## config.mk

```make
export PLATFORM = sky130hd
export DESIGN_NAME = board_io_cond
export DESIGN_NICKNAME = d
export VERILOG_FILES = /design/src/rtl/board_io_pkg.sv /design/src/rtl/board_io_debounce.sv /design/src/rtl/board_io_cond.sv
export SDC_FILE = /design/constraint.sdc
export NUM_CORES = 1
export LEC_CHECK = 0
export BUFFER_PORTS_ARGS = -buffer_cell sky130_fd_sc_hd__buf_2
export CORE_ASPECT_RATIO = 1.4
export CORE_MARGIN = 1.5
export CORE_UTILIZATION = 60
export DETAILED_ROUTE_END_ITERATION = 12
export HOLD_SLACK_MARGIN = 0.12
export PLACE_DENSITY = 0.75
export SLEW_MARGIN = 5
export SYNTH_ARGS = -nofsm -noshare
export SYNTH_HDL_FRONTEND = slang
export SYNTH_HIERARCHICAL = 1
export SYNTH_SLANG_ARGS = --single-unit
```

## constraint.sdc

```tcl
create_clock -name clk_sys_i -period 3.07 [get_ports clk_sys_i]
set_input_delay 0.4605 -clock clk_sys_i [delete_from_list [all_inputs] [get_ports clk_sys_i]]
set_output_delay 0.4605 -clock clk_sys_i [all_outputs]
set_load 0.05 [all_outputs]
```

## src/rtl/board_io_pkg.sv

```systemverilog
// Shared defaults and helpers for the board I/O conditioning block.
// Holds parameter defaults, synchroniser depth and counter-width helper.
package board_io_pkg;

    localparam int DefNumSw          = 4;
    localparam int DefNumBtn         = 4;
    localparam int DefNumLed         = 4;
    localparam int DefDebounceCycles = 50000;
    localparam int DefLampTestCycles = 25000000;

    localparam int SyncStages = 2;

    function automatic int cnt_width(input int unsigned max_count);
        return (max_count < 1) ? 1 : $clog2(max_count + 1);
    endfunction

endpackage

```

## src/rtl/board_io_debounce.sv

```systemverilog
// One debounced input channel: 2-flop synchroniser, stability counter,
// stable level and registered one-cycle rise/fall pulses.
module board_io_debounce
    import board_io_pkg::*;
#(
    parameter int DebounceCycles = DefDebounceCycles
) (
    input  logic clk_i,
    input  logic rst_ni,
    input  logic pin_i,
    output logic level_o,
    output logic rise_o,
    output logic fall_o
);

    localparam int CntW = cnt_width(DebounceCycles);
    localparam logic [CntW-1:0] CntLast = CntW'(DebounceCycles - 1);

    logic [SyncStages-1:0] sync_q, sync_d;
    logic [CntW-1:0]       cnt_q, cnt_d;
    logic                  stable_q, stable_d;
    logic                  prev_q, prev_d;
    logic                  rise_q, rise_d;
    logic                  fall_q, fall_d;
    logic                  differ;

    always_comb begin
        sync_d   = {sync_q[SyncStages-2:0], pin_i};
        differ   = sync_q[SyncStages-1] ^ stable_q;
        stable_d = stable_q;
        cnt_d    = '0;
        if (differ) begin
            if (cnt_q == CntLast) begin
                stable_d = ~stable_q;
            end else begin
                cnt_d = cnt_q + 1'b1;
            end
        end
        // Pulses land one cycle after the stable level has moved.
        prev_d = stable_q;
        rise_d = stable_q & ~prev_q;
        fall_d = ~stable_q & prev_q;
    end

    always_ff @(posedge clk_i or negedge rst_ni) begin
        if (!rst_ni) begin
            sync_q   <= '0;
            cnt_q    <= '0;
            stable_q <= 1'b0;
            prev_q   <= 1'b0;
            rise_q   <= 1'b0;
            fall_q   <= 1'b0;
        end else begin
            sync_q   <= sync_d;
            cnt_q    <= cnt_d;
            stable_q <= stable_d;
            prev_q   <= prev_d;
            rise_q   <= rise_d;
            fall_q   <= fall_d;
        end
    end

    assign level_o = stable_q;
    assign rise_o  = rise_q;
    assign fall_o  = fall_q;

endmodule

```

## src/rtl/board_io_cond.sv

```systemverilog
// Board switch/button conditioning plus registered LED drive.
// Optional post-reset lamp test enabled by BOARD_IO_LAMP_TEST_EN.
module board_io_cond
    import board_io_pkg::*;
#(
    parameter int NumSw          = DefNumSw,
    parameter int NumBtn         = DefNumBtn,
    parameter int NumLed         = DefNumLed,
    parameter int DebounceCycles = DefDebounceCycles,
    parameter int LampTestCycles = DefLampTestCycles
) (
    input  logic                    clk_sys_i,
    input  logic                    rst_sys_ni,
    input  logic [NumSw-1:0]        sw_i,
    input  logic [NumBtn-1:0]       btn_i,
    output logic [NumSw+NumBtn-1:0] gp_o,
    output logic [NumBtn-1:0]       btn_rise_o,
    output logic [NumBtn-1:0]       btn_fall_o,
    input  logic [NumLed-1:0]       led_gp_i,
    output logic [NumLed-1:0]       led_o,
    output logic                    lamp_test_o
);

    localparam int NumCh = NumSw + NumBtn;

    logic [NumCh-1:0] raw, level, rise, fall;
    logic [2*NumSw-1:0] unused_sw_edge;

    assign raw = {sw_i, btn_i};

    for (genvar i = 0; i < NumCh; i++) begin : g_chan
        board_io_debounce #(
            .DebounceCycles(DebounceCycles)
        ) u_chan (
            .clk_i  (clk_sys_i),
            .rst_ni (rst_sys_ni),
            .pin_i  (raw[i]),
            .level_o(level[i]),
            .rise_o (rise[i]),
            .fall_o (fall[i])
        );
    end

    assign gp_o           = level;
    assign btn_rise_o     = rise[NumBtn-1:0];
    assign btn_fall_o     = fall[NumBtn-1:0];
    // Switches report levels only; their edge pulses have no consumer.
    assign unused_sw_edge = {rise[NumCh-1:NumBtn], fall[NumCh-1:NumBtn]};

    logic [NumLed-1:0] led_q, led_d;

`ifdef BOARD_IO_LAMP_TEST_EN
    localparam int LampW = cnt_width(LampTestCycles);
    localparam logic [LampW-1:0] LampLast = LampW'(LampTestCycles);

    logic [LampW-1:0] lamp_cnt_q, lamp_cnt_d;
    logic             lamp_q, lamp_d;

    always_comb begin
        lamp_cnt_d = lamp_cnt_q;
        lamp_d     = 1'b0;
        if (lamp_cnt_q != LampLast) begin
            lamp_cnt_d = lamp_cnt_q + 1'b1;
            lamp_d     = 1'b1;
        end
        led_d = lamp_d ? '1 : led_gp_i;
    end

    always_ff @(posedge clk_sys_i or negedge rst_sys_ni) begin
        if (!rst_sys_ni) begin
            lamp_cnt_q <= '0;
            lamp_q     <= 1'b0;
        end else begin
            lamp_cnt_q <= lamp_cnt_d;
            lamp_q     <= lamp_d;
        end
    end

    assign lamp_test_o = lamp_q;
`else
    localparam int unused_lamp_cycles = LampTestCycles;

    always_comb begin
        led_d = led_gp_i;
    end

    assign lamp_test_o = 1'b0;
`endif

    always_ff @(posedge clk_sys_i or negedge rst_sys_ni) begin
        if (!rst_sys_ni) begin
            led_q <= '0;
        end else begin
            led_q <= led_d;
        end
    end

    assign led_o = led_q;

endmodule

```

Word level (Yosys, flattened, before mapping)
Index checks and enable logic that the tools add are counted.
{"block": "totals", "ff_bits": 168, "inputBits": 14, "output_inout_bits": 21, "elab_cells": 105}
{"block": "op_classes", "addsub": 8, "n_eq_ne": 8, "muxes": 16, "n_bitwise": 28, "n_reduce_logical": 8}
{"cell": "two-way mux 16 bit", "n": 16}
{"cell": "adder 16 x 1 -> 16 bit, second input constant", "n": 8}
{"cell": "equality test 16 bit, second input constant", "n": 8}
{"cell": "AND reduction 2 bit", "n": 8}
{"cell": "inverter 1 bit", "n": 12}
{"cell": "bitwise AND 1 bit", "n": 8}
{"cell": "bitwise XOR 1 bit", "n": 8}

Longest topological paths before layout
Gate-level depths: netlist (run 1).
{"block": "depth", "word_depth": 3, "ltp_mapped": 6, "mapped_depth_nobuf": 5}

By module
The synthesis (run 1) kept the hierarchy.
{"module": "board_io_debounce", "instances": 8, "cells_per_inst": 88, "area_per_inst_um2": 1024.7, "seq_area_each_um2": 550.5}
{"module": "board_io_cond", "instances": 1, "cells_per_inst": 14, "area_per_inst_um2": 171.4, "seq_area_each_um2": 100.1}

Worst setup path before layout (run 1)
Ideal clock, no wire load.
{"block": "synth_timing", "path_type": "reg2reg", "start": "register g_chan[0].u_chan.cnt_q[0]", "end": "register g_chan[0].u_chan.stable_q", "setup_ps": 125, "arrival_time_ps": 1290, "t_required_ps": 2945, "slack_ps": 1655, "path_stages_with_launch": 5, "n_path_buf": 0, "period_less_slack_ps": 1415, "path_cell_list": "dfrtp_1 > ha_1 > and3_1 > nand4_1 > mux2_2"}
{"block": "synth_via", "elab_chain_len": 2}
{"element": "start, declared", "line_no": "board_io_debounce.sv:20", "source": "logic [CntW-1:0] cnt_q, cnt_d;"}
{"element": "start signal, assigned", "line_no": "board_io_debounce.sv:55", "source": "cnt_q <= cnt_d;"}
{"element": "equality test 16 bit", "line_no": "board_io_debounce.sv:33", "source": "if (cnt_q == CntLast) begin"}
{"element": "AND reduction 2 bit (no source line)"}
{"element": "end signal, assigned", "line_no": "board_io_debounce.sv:56", "source": "stable_q <= stable_d;"}
{"element": "end, declared", "line_no": "board_io_debounce.sv:21", "source": "logic stable_q, stable_d;"}
Every way passes these cells.
A chain may end at the register's enable or synchronous reset.

Worst setup path after layout (run 1)
{"block": "layout_timing", "start": "register g_chan[7].u_chan.cnt_q[4]", "end": "register g_chan[7].u_chan.cnt_q[10]"}
{"block": "layout_via", "elab_chain_len": 3, "word_cells_on_any_way": 4, "cone_classes": "add/sub (1); eq/ne (1); mux (2)"}
{"element": "start, declared", "line_no": "board_io_debounce.sv:20"}
{"element": "start signal, assigned", "line_no": "board_io_debounce.sv:55"}
{"element": "adder 16 x 1 -> 16 bit or equality test 16 bit (tied branches)", "line_no": "board_io_debounce.sv:36, board_io_debounce.sv:33"}
{"element": "two-way mux 16 bit *", "line_no": "board_io_debounce.sv:33"}
{"element": "two-way mux 16 bit *", "line_no": "board_io_debounce.sv:32", "source": "if (differ) begin"}
{"element": "via g_chan[7].u_chan.cnt_d[10]", "line_no": "board_io_debounce.sv:20"}
The timed path passes the listed nets; every way through them passes the cells marked *.

==> results of run 1 <==
[per-stage QoR]
| stage | setup slack (ps) | util | std cells | power, mW | cell area (um^2) |
|---|---|---|---|---|---|
| after floorplan | 1655 | - | 698 | 2.409 | 8019 |
| after global placement | 1490 | 0.6409 | 895 | 2.471 | 8290 |
| after detailed placement | 1460 | 0.6409 | 895 | 2.480 | 8290 |
| after CTS | 1424 | 0.6850 | 927 | 4.511 | 8861 |
| after global routing | 1252 | 0.6850 | 927 | 4.626 | 8861 |
| final | 1418 | 0.6850 | 927 | 4.452 | 8861 |
[routing by layer]
layer / GRT usage / share of wire / vias up
met5: 0 / 0 / -
li1: - / - / 2450
met4: 0.08599 / 0.020 / 0
met2: 0.3595 / 0.53 / 64
met1: 0.2446 / 0.43 / 2532
met3: 0.04621 / 0.025 / 21
[worst max-delay path by stage]
stage	from	endpoint	slack, ps	cells past startpoint
after floorplan	g_chan[0].u_chan/cnt_q[0]	g_chan[0].u_chan/level_o	1660	4
after global placement	g_chan[4].u_chan/cnt_q[10]	g_chan[4].u_chan/cnt_q[10]	1490	4
after detailed placement	g_chan[4].u_chan/cnt_q[4]	g_chan[4].u_chan/cnt_q[12]	1460	4
after CTS	g_chan[3].u_chan/level_o	gp_o[3]	1420	1
after global routing	g_chan[4].u_chan/cnt_q[10]	g_chan[4].u_chan/cnt_q[6]	1250	4
final	g_chan[7].u_chan/cnt_q[4]	g_chan[7].u_chan/cnt_q[10]	1420	4
[cells in the final DEF (no fill, tap or decap), drive strengths merged]
master and n:
nor4 32, inv 24, conb 1, clkbuf 24, nand4 32, nand3 48
buf 36, and3 16, nor2b 8, nor2 136, bufinv 1, xor2 24
xnor2 96, clkinv 7, mux2 8, nor3 32, nand2 24, ha 8
and4b 8, dfrtp 168, nor4b 16
[area by class of cell]
cell class,count,area [um^2]
tap,178,222.7
multi-input combinational,489,3567
fill,946,4075
sequential,168,4204
clock inverter,8,68.82
clock buffer,24,501.7
inverter,24,90.09
timing repair buffer,36,206.4
[power breakdown]
part / switching (mW) / internal (mW)
Clock: 0.801 / 1.22
Sequential: 0.0365 / 2.25
Combinational: 0.104 / 0.0407
Total: 0.941 / 3.51
[state kept, by name (all words and copies together), names as in the netlist]
register	cells
led_o	4
g_chan.u_chan/cnt_q	128
g_chan.u_chan/fall_o	4
g_chan.u_chan/level_o	8
g_chan.u_chan/prev_q	4
g_chan.u_chan/rise_o	4
g_chan.u_chan/sync_q	16
==> metrics.txt, run 1 <==
core area=0.01294 mm^2; Synthesis Warnings=6; TritonCTS Sinks=168; GP Congestion=0.7876; routed length per instance=14.12 um; Peak Freq=605.4 MHz; CTS H-tree lvls=4; later-pin clock latency in the skew report=420 ps; hold_ws=96.90 ps; Fin. Hold Viols=0; Post-Route WL=13090 um; worst reg-to-reg setup slack=1420 ps; Buf/Inv on CP=0; largest net degree at the start of global routing=102; GRT Residual Overflow=0; number of global-route vias before repair=5250; PortBufs=33; CTS tree=yes; Slew @ Worst Pin=925.0 ps; leakage power=3.717 nW; drt drc=0; Tcrit/Tclk final=0.5380; DRT iter0 DRCs=211; post-cts resize count=0; Worst VDD drop=0.0003875 V; largest fanout on the critical path=15; DR vias=5067; unrepaired setup endpoints after global routing=false; initial antenna violation count=0; total CTS buffers=17; CTS Hold Bufs=0; CP peak stage delay=460 ps; slowest cell on the critical path=dfrtp_1; Clock Skews=4.541 ps; Clock transition at path regs=60 ps; start of the worst register-to-register path=g_chan[7].u_chan/cnt_q[4]; die area=0.01408 mm^2; reg2reg path depth=4; Post-DRT Antenna Nets=0; row count=49; CP arrival=1940 ps; root buffer cell=clkbuf_16; Syn Nets=720; Initial Util=0.6199; Final #Nets=758; outcome=completed; reg-to-reg endpoint=g_chan[7].u_chan/cnt_q[10]; # IOs=35; kind of cell adding the most delay to the critical path=simple AND/OR/NAND/NOR gates; maxcap violations=0; die height=139.8 um; diode count=0; Slew headroom=0.3834; layout cells sized above 1=0.2163; crit path time final=1652 ps; first-pass GRT wire length=23290 um; CTS Buffer Depth=2; Syn Std Cell Area=0.008019 mm^2; DP Wirelength=8858 um; Hold WC Path Type=in -> async; Post-CTS Setup Bufs=0; pins over their slew limit=0; Power Density=502.4 mW/mm^2; WS Path Type=reg -> reg; Cells after Synth=698; WP data required=3360 ps; # setup viols final=0; crit end category=flop; CP Cell Sequence=nor4b_1, nand4_1, nand2_2, nor2_1; drt pass-1 iters=4; syn avg cell area=11.49 um^2; drt via density=5.466; area grow syn2layout=10.50%; die width=100.7 um; GRT Util Overall=0.2070; setup TNS=0 ps; type of origin of the critical path=flop
Power figures use the tool's default switching activity.
==> inputs of run 2 (changes only) <==
==> constraint.sdc (replaced) <==
create_clock -name clk_sys_i -period 1.7 [get_ports clk_sys_i]
set_input_delay 0.255 -clock clk_sys_i [delete_from_list [all_inputs] [get_ports clk_sys_i]]
set_output_delay 0.255 -clock clk_sys_i [all_outputs]
set_load 0.05 [all_outputs]
==> metrics.txt, run 2 (synthesized netlist as in run 1, its figures left out) <==
CP peak stage delay=420 ps (-40 ps); Flop pwr share=0.496 (-0.018); GRT Util Overall=0.2246 (+0.01761); Largest Register=g_chan.u_chan/cnt_q; outcome=completed; die height=139.8 um (unchanged); internal power=6.521 mW (+86%); Multi-input gate area=0.003620 mm^2 (+1.5%); # IOs=35 (unchanged); pre-CTS setup slack=48.12 ps (-1412 ps); Worst VDD drop=0.0006741 V (+74%); WP data required=2020 ps (-1340 ps); sequential cell area=0.004204 mm^2 (unchanged); worst setup margin=41.83 ps (-1376 ps); largest net degree at the start of global routing=60 (-41%); drt drc=0 (unchanged); leakage power=3.896 nW (+4.8%); drt pass-1 iters=4 (unchanged); Post-DRT Antenna Nets=0 (unchanged); GRT Residual Overflow=0 (unchanged); Final #Nets=792 (+4.5%); CP Cell Sequence=ha_1, and3_1, nand4_1, buf_4, mux2_2; type of origin of the critical path=flop; DRT iter0 DRCs=184 (-13%); drt via density=5.518 (+0.95%); core area=0.01294 mm^2 (unchanged); Initial Util=0.6199 (unchanged); first-pass GRT wire length=25070 um (+7.6%); Power Density=901.9 mW/mm^2 (+80%); Clock Skews=9.030 ps (+4.489 ps); total CTS buffers=17 (unchanged); later-pin clock latency in the skew report=430 ps (about the same); most frequent cells in the layout=168 x dfrtp_1, 112 x nor2_1, 96 x xnor2_1, 40 x nand3_1; Tcrit/Tclk final=0.9754 (+0.4373); slowest cell on the critical path=dfrtp_1; pins over their slew limit=0 (unchanged); hold_ws=299.5 ps (+202.6 ps); die width=100.7 um (unchanged); CTS H-tree lvls=4 (unchanged); switch share=0.2182 (+0.006730); setup TNS=0 ps (unchanged); Buf/Inv on CP=1 (+1); Pwr Total=8.341 mW (+87%); DP Wirelength=9521 um (+7.5%); Clock transition at path regs=70 ps (about the same); CP arrival=1980 ps (+40 ps); row count=49 (unchanged); PortBufs=33 (unchanged); Fin. Hold Viols=0 (unchanged); crit path time final=1658 ps (+6.364 ps); Clk pwr share=0.467 (+0.014); Hold WC Path Type=in -> async; maxcap violations=0 (unchanged); routed length per instance=15.17 um (+7.5%); area grow syn2layout=15.32%; CTS tree=yes; die area=0.01408 mm^2 (unchanged); number of global-route vias before repair=5491 (+4.6%); most common cell after layout, fill and taps aside=dfrtp_1; crit end category=flop; max reg flops=128 (unchanged); layout cells sized above 1=0.2337 (+0.01743); fillers=910 (-3.8%); CTS Buffer Depth=2 (unchanged); WS Path Type=reg -> reg; DR vias=5303 (+4.7%); GP Congestion=0.7842 (-0.43%); diode count=0 (unchanged); initial antenna violation count=0 (unchanged); switching pwr=1.820 mW (+93%); Post-Route WL=14580 um (+11%); largest fanout on the critical path=4 (-11); kind of cell adding the most delay to the critical path=flip-flops; root buffer cell=clkbuf_16; TritonCTS Sinks=168 (unchanged); # setup viols final=0 (unchanged); Logic pwr share=0.037 (+0.004); Peak Freq=603.1 MHz (-0.38%)
[run 2: changes by cell type in the layout (fill, tap and decap cells not counted)]
cell / change
buf_4: +18
dlygate4sd3_1: +13
nand2_4: +8
nand2_2: -7
clkbuf_8: -4
clkinv_2: -4
clkinvlp_4: +3
buf_12: +2
bufinv_16: +2
clkinv_4: +2
clkbuf_1: +1
nor4b_1: -1
nor4b_2: +1
[run 2: layer usage]
layer / GRT usage / vias up / wire [um]
met2: 0.3930 / 88 / 7922
met5: 0 / - / 0
met4: 0.07709 / 0 / 173
li1: - / 2527 / -
met3: 0.05625 / 13 / 480
met1: 0.2661 / 2675 / 6004
[run 2: what timing repair did]
action	4_1_cts	5_1_grt
setup buffers	0	1
hold endpoints to repair	121	0
gates resized for setup	0	9
hold buffers	13	0
endpoints found under the setup margin	0	98
[run 2: stage by stage]
step | utilization | instance area [um^2] | std cells
after floorplan | - | 8019 | 698
after global placement | 0.6538 | 8458 | 914
after detailed placement | 0.6538 | 8458 | 914
after CTS | 0.7102 | 9188 | 959
after global routing | 0.7149 | 9248 | 961
final | 0.7149 | 9248 | 961
[run 2: worst register-to-register path, cell delays in order (launching register included)]
cell and delay [ps]:
dfrtp_1 420, ha_1 250, and3_1 250, nand4_1 150, buf_4 160, mux2_2 320
[run 2: area by class of cell]
type,instances,area share
clock buffers,21,0.04871
repair buffers,69,0.05534
flip-flops and latches,168,0.4546
well taps,178,0.02408
clock inverters,11,0.01610
multi-input cells,490,0.3914
inverters,24,0.009742
[run 2: final timing paths]
kind	endpoint	slack, ps	start	depth (start not counted)
worst min register to register	g_chan[4].u_chan/sync_q[1]	350	g_chan[4].u_chan/sync_q[0]	0
max in group asynchronous	g_chan[2].u_chan/cnt_q[13]	750	rst_sys_ni	3
worst max register to register	g_chan[5].u_chan/level_o	40	g_chan[5].u_chan/cnt_q[0]	5
worst max-delay path	g_chan[5].u_chan/level_o	40	g_chan[5].u_chan/cnt_q[0]	5
min in group clk_sys_i	g_chan[4].u_chan/sync_q[1]	350	g_chan[4].u_chan/sync_q[0]	0
worst min-delay path	g_chan[4].u_chan/cnt_q[14]	300	rst_sys_ni	2
[run 2: power by group through the flow]
stage	logic [mW]	registers, mW	clock network, mW
after floorplan	0.137	4.21	0
after global placement	0.271	4.20	0
after detailed placement	0.282	4.21	0
after CTS	0.307	4.14	3.97
after global routing	0.350	4.14	4.14
final	0.307	4.14	3.90
==> inputs of run 3 (changes only) <==
--- a/config.mk
+++ b/config.mk
@@ -10,9 +10,10 @@
 export CORE_MARGIN = 1.5
 export CORE_UTILIZATION = 60
 export DETAILED_ROUTE_END_ITERATION = 12
+export GPL_TIMING_DRIVEN = 0
 export HOLD_SLACK_MARGIN = 0.12
 export PLACE_DENSITY = 0.75
-export SLEW_MARGIN = 5
+export SLEW_MARGIN = 20
 export SYNTH_ARGS = -nofsm -noshare
 export SYNTH_HDL_FRONTEND = slang
 export SYNTH_HIERARCHICAL = 1
==> constraint.sdc (replaced) <==
create_clock -name clk_sys_i -period 1.7 [get_ports clk_sys_i]
set_input_delay 0.255 -clock clk_sys_i [delete_from_list [all_inputs] [get_ports clk_sys_i]]
set_output_delay 0.255 -clock clk_sys_i [all_outputs]
set_load 0.005 [all_outputs]
==> metrics.txt, run 3 (synthesized netlist as in run 1, its figures left out) <==
die width=100.7 um (unchanged); maxcap violations=0 (unchanged); # setup viols final=0 (unchanged); Peak Freq=620.4 MHz (+2.9%); DRT iter0 DRCs=248 (+35%); first-pass GRT wire length=24840 um (-0.91%); leakage power=3.942 nW (+1.2%); start of the worst register-to-register path=g_chan[7].u_chan/cnt_q[4]; layout cells sized above 1=0.2427 (+0.009014); total CTS buffers=17 (unchanged); die area=0.01408 mm^2 (unchanged); PortBufs=33 (unchanged); Final #Nets=800 (+1.0%); drt pass-1 iters=4 (unchanged); diode count=0 (unchanged); Fin. Hold Viols=0 (unchanged); GRT Residual Overflow=0 (unchanged); CP arrival=1910 ps (-70 ps); Worst VDD drop=0.0008531 V (+27%); most frequent cells in the layout=168 x dfrtp_1, 112 x nor2_1, 96 x xnor2_1, 40 x nand3_1; number of global-route vias before repair=5464 (-0.49%); internal power=6.637 mW (+1.8%); hold_ws=347.1 ps (+47.57 ps); routed length per instance=14.48 um (-4.6%); WP data required=2000 ps (-20 ps); DR vias=5250 (-1.0%); Clk pwr share=0.470 (+0.003); CTS tree=yes; fillers=933 (+2.5%); GRT Util Overall=0.2199 (-0.004669); core area=0.01294 mm^2 (unchanged); drt drc=0 (unchanged); largest fanout on the critical path=10 (+6); largest net degree at the start of global routing=95 (+58%); outcome=completed; area grow syn2layout=15.99%; crit path time final=1612 ps (-46.35 ps); die height=139.8 um (unchanged); WS Path Type=reg -> reg; most common cell after layout, fill and taps aside=dfrtp_1; Clock Skews=9.892 ps (+0.8622 ps); TritonCTS Sinks=168 (unchanged); max reg flops=128 (unchanged); Hold WC Path Type=reg -> reg; Slew @ Worst Pin=688.6 ps; crit end category=flop; Tcrit/Tclk final=0.9481 (-0.02726); row count=49 (unchanged); GP Congestion=0.7995 (+2.0%); Flop pwr share=0.493 (-0.003); DP Wirelength=9277 um (-2.6%); Logic pwr share=0.038 (about the same); # IOs=35 (unchanged); root buffer cell=clkbuf_16; unrepaired setup endpoints after global routing=false; switching pwr=1.757 mW (-3.4%); type of origin of the critical path=flop; hold path start=g_chan[3].u_chan/sync_q[0]; later-pin clock latency in the skew report=420 ps (about the same); Slew headroom=0.5409; setup TNS=0 ps (unchanged); Post-Route WL=14030 um (-3.8%); CTS H-tree lvls=4 (unchanged); Largest Register=g_chan.u_chan/cnt_q; pins over their slew limit=0 (unchanged); switch share=0.2093 (-0.008851); Post-DRT Antenna Nets=0 (unchanged); Initial Util=0.6199 (unchanged); crit path from=g_chan[7].u_chan/cnt_q[4]; Clock transition at path regs=60 ps (about the same); Power Density=902.5 mW/mm^2 (about the same); CTS Buffer Depth=2 (unchanged); drt via density=5.418 (-1.8%); initial antenna violation count=0 (unchanged); final core occ=0.7190 (+0.004159)
## run 3: cell count changes in the layout (fill, tap and decap cells not counted), sizes merged
| cell | before | now |
|---|---|---|
| inv | 24 | 26 |
| buf | 56 | 65 |
| clkbuf | 21 | 22 |
| nand2 | 25 | 24 |
| clkinvlp | 3 | 2 |
| clkinv | 5 | 3 |
## run 3: cell type report
class                   instances  area (um^2)  share of cell area
repair buffers                 61        437.9             0.04708
clock inverters                10        141.4             0.01520
flip-flops and latches        168         4204              0.4520
inverters                      24        90.09            0.009685
multi-input cells             489         3573              0.3842
clock buffers                  22        474.2             0.05098
well taps                     178        222.7             0.02394
plain buffers                  17        157.7             0.01695
## run 3: through the flow
stage               std cells  instance area (um^2)  total power [mW]  worst slack [ps]
CTS                       955                  9190             8.478             11.80
global placement          909                  8407             4.454             -2082
floorplan                 698                  8019             4.329             285.2
finish                    969                  9301             8.394             88.17
detailed placement        910                  8444             4.484             78.70
global route              969                  9301             8.713           0.09059
## run 3: power groups by stage
stage | registers [mW] | logic (mW) | clock network [mW]
floorplan | 4.20 | 0.132 | 0
finish | 4.13 | 0.316 | 3.94
global placement | 4.20 | 0.252 | 0
CTS | 4.14 | 0.301 | 4.04
detailed placement | 4.21 | 0.275 | 0
global route | 4.14 | 0.364 | 4.21
## run 3: final timing paths
check | endpoint | slack (ps) | cells after the start
min in group asynchronous | g_chan[4].u_chan/cnt_q[3] | 460 | 2
worst max register to register | g_chan[7].u_chan/cnt_q[7] | 90 | 5
worst min-delay path | g_chan[3].u_chan/sync_q[1] | 350 | 0
max in group asynchronous | g_chan[6].u_chan/cnt_q[11] | 440 | 3
worst max-delay path | g_chan[7].u_chan/cnt_q[7] | 90 | 5
worst min register to register | g_chan[3].u_chan/sync_q[1] | 350 | 0
## run 3: metal layers
layer | vias up | wire length, um | share of wire | GRT usage
li1 | 2540 | - | - | -
met1 | 2634 | 5981 | 0.43 | 0.2689
met2 | 63 | 7518 | 0.54 | 0.3802
met3 | 13 | 370 | 0.026 | 0.04571
met4 | 0 | 157 | 0.011 | 0.08006
met5 | - | 0 | 0 | 0
## run 3: worst max-delay path, stage by stage (launching register included)
cell	delay, ps
dfrtp_1	460
nor4b_1	390
nand4_1	260
nand2_2	170
buf_6	160
nor2_1	60
## run 3: timing repair
item / CTS / global route
setup endpoints to repair: 0 / 54
gates resized for setup: 0 / 1
hold endpoints to repair: 105 / 0
hold buffers: 13 / 0
buffers inserted: 0 / 14
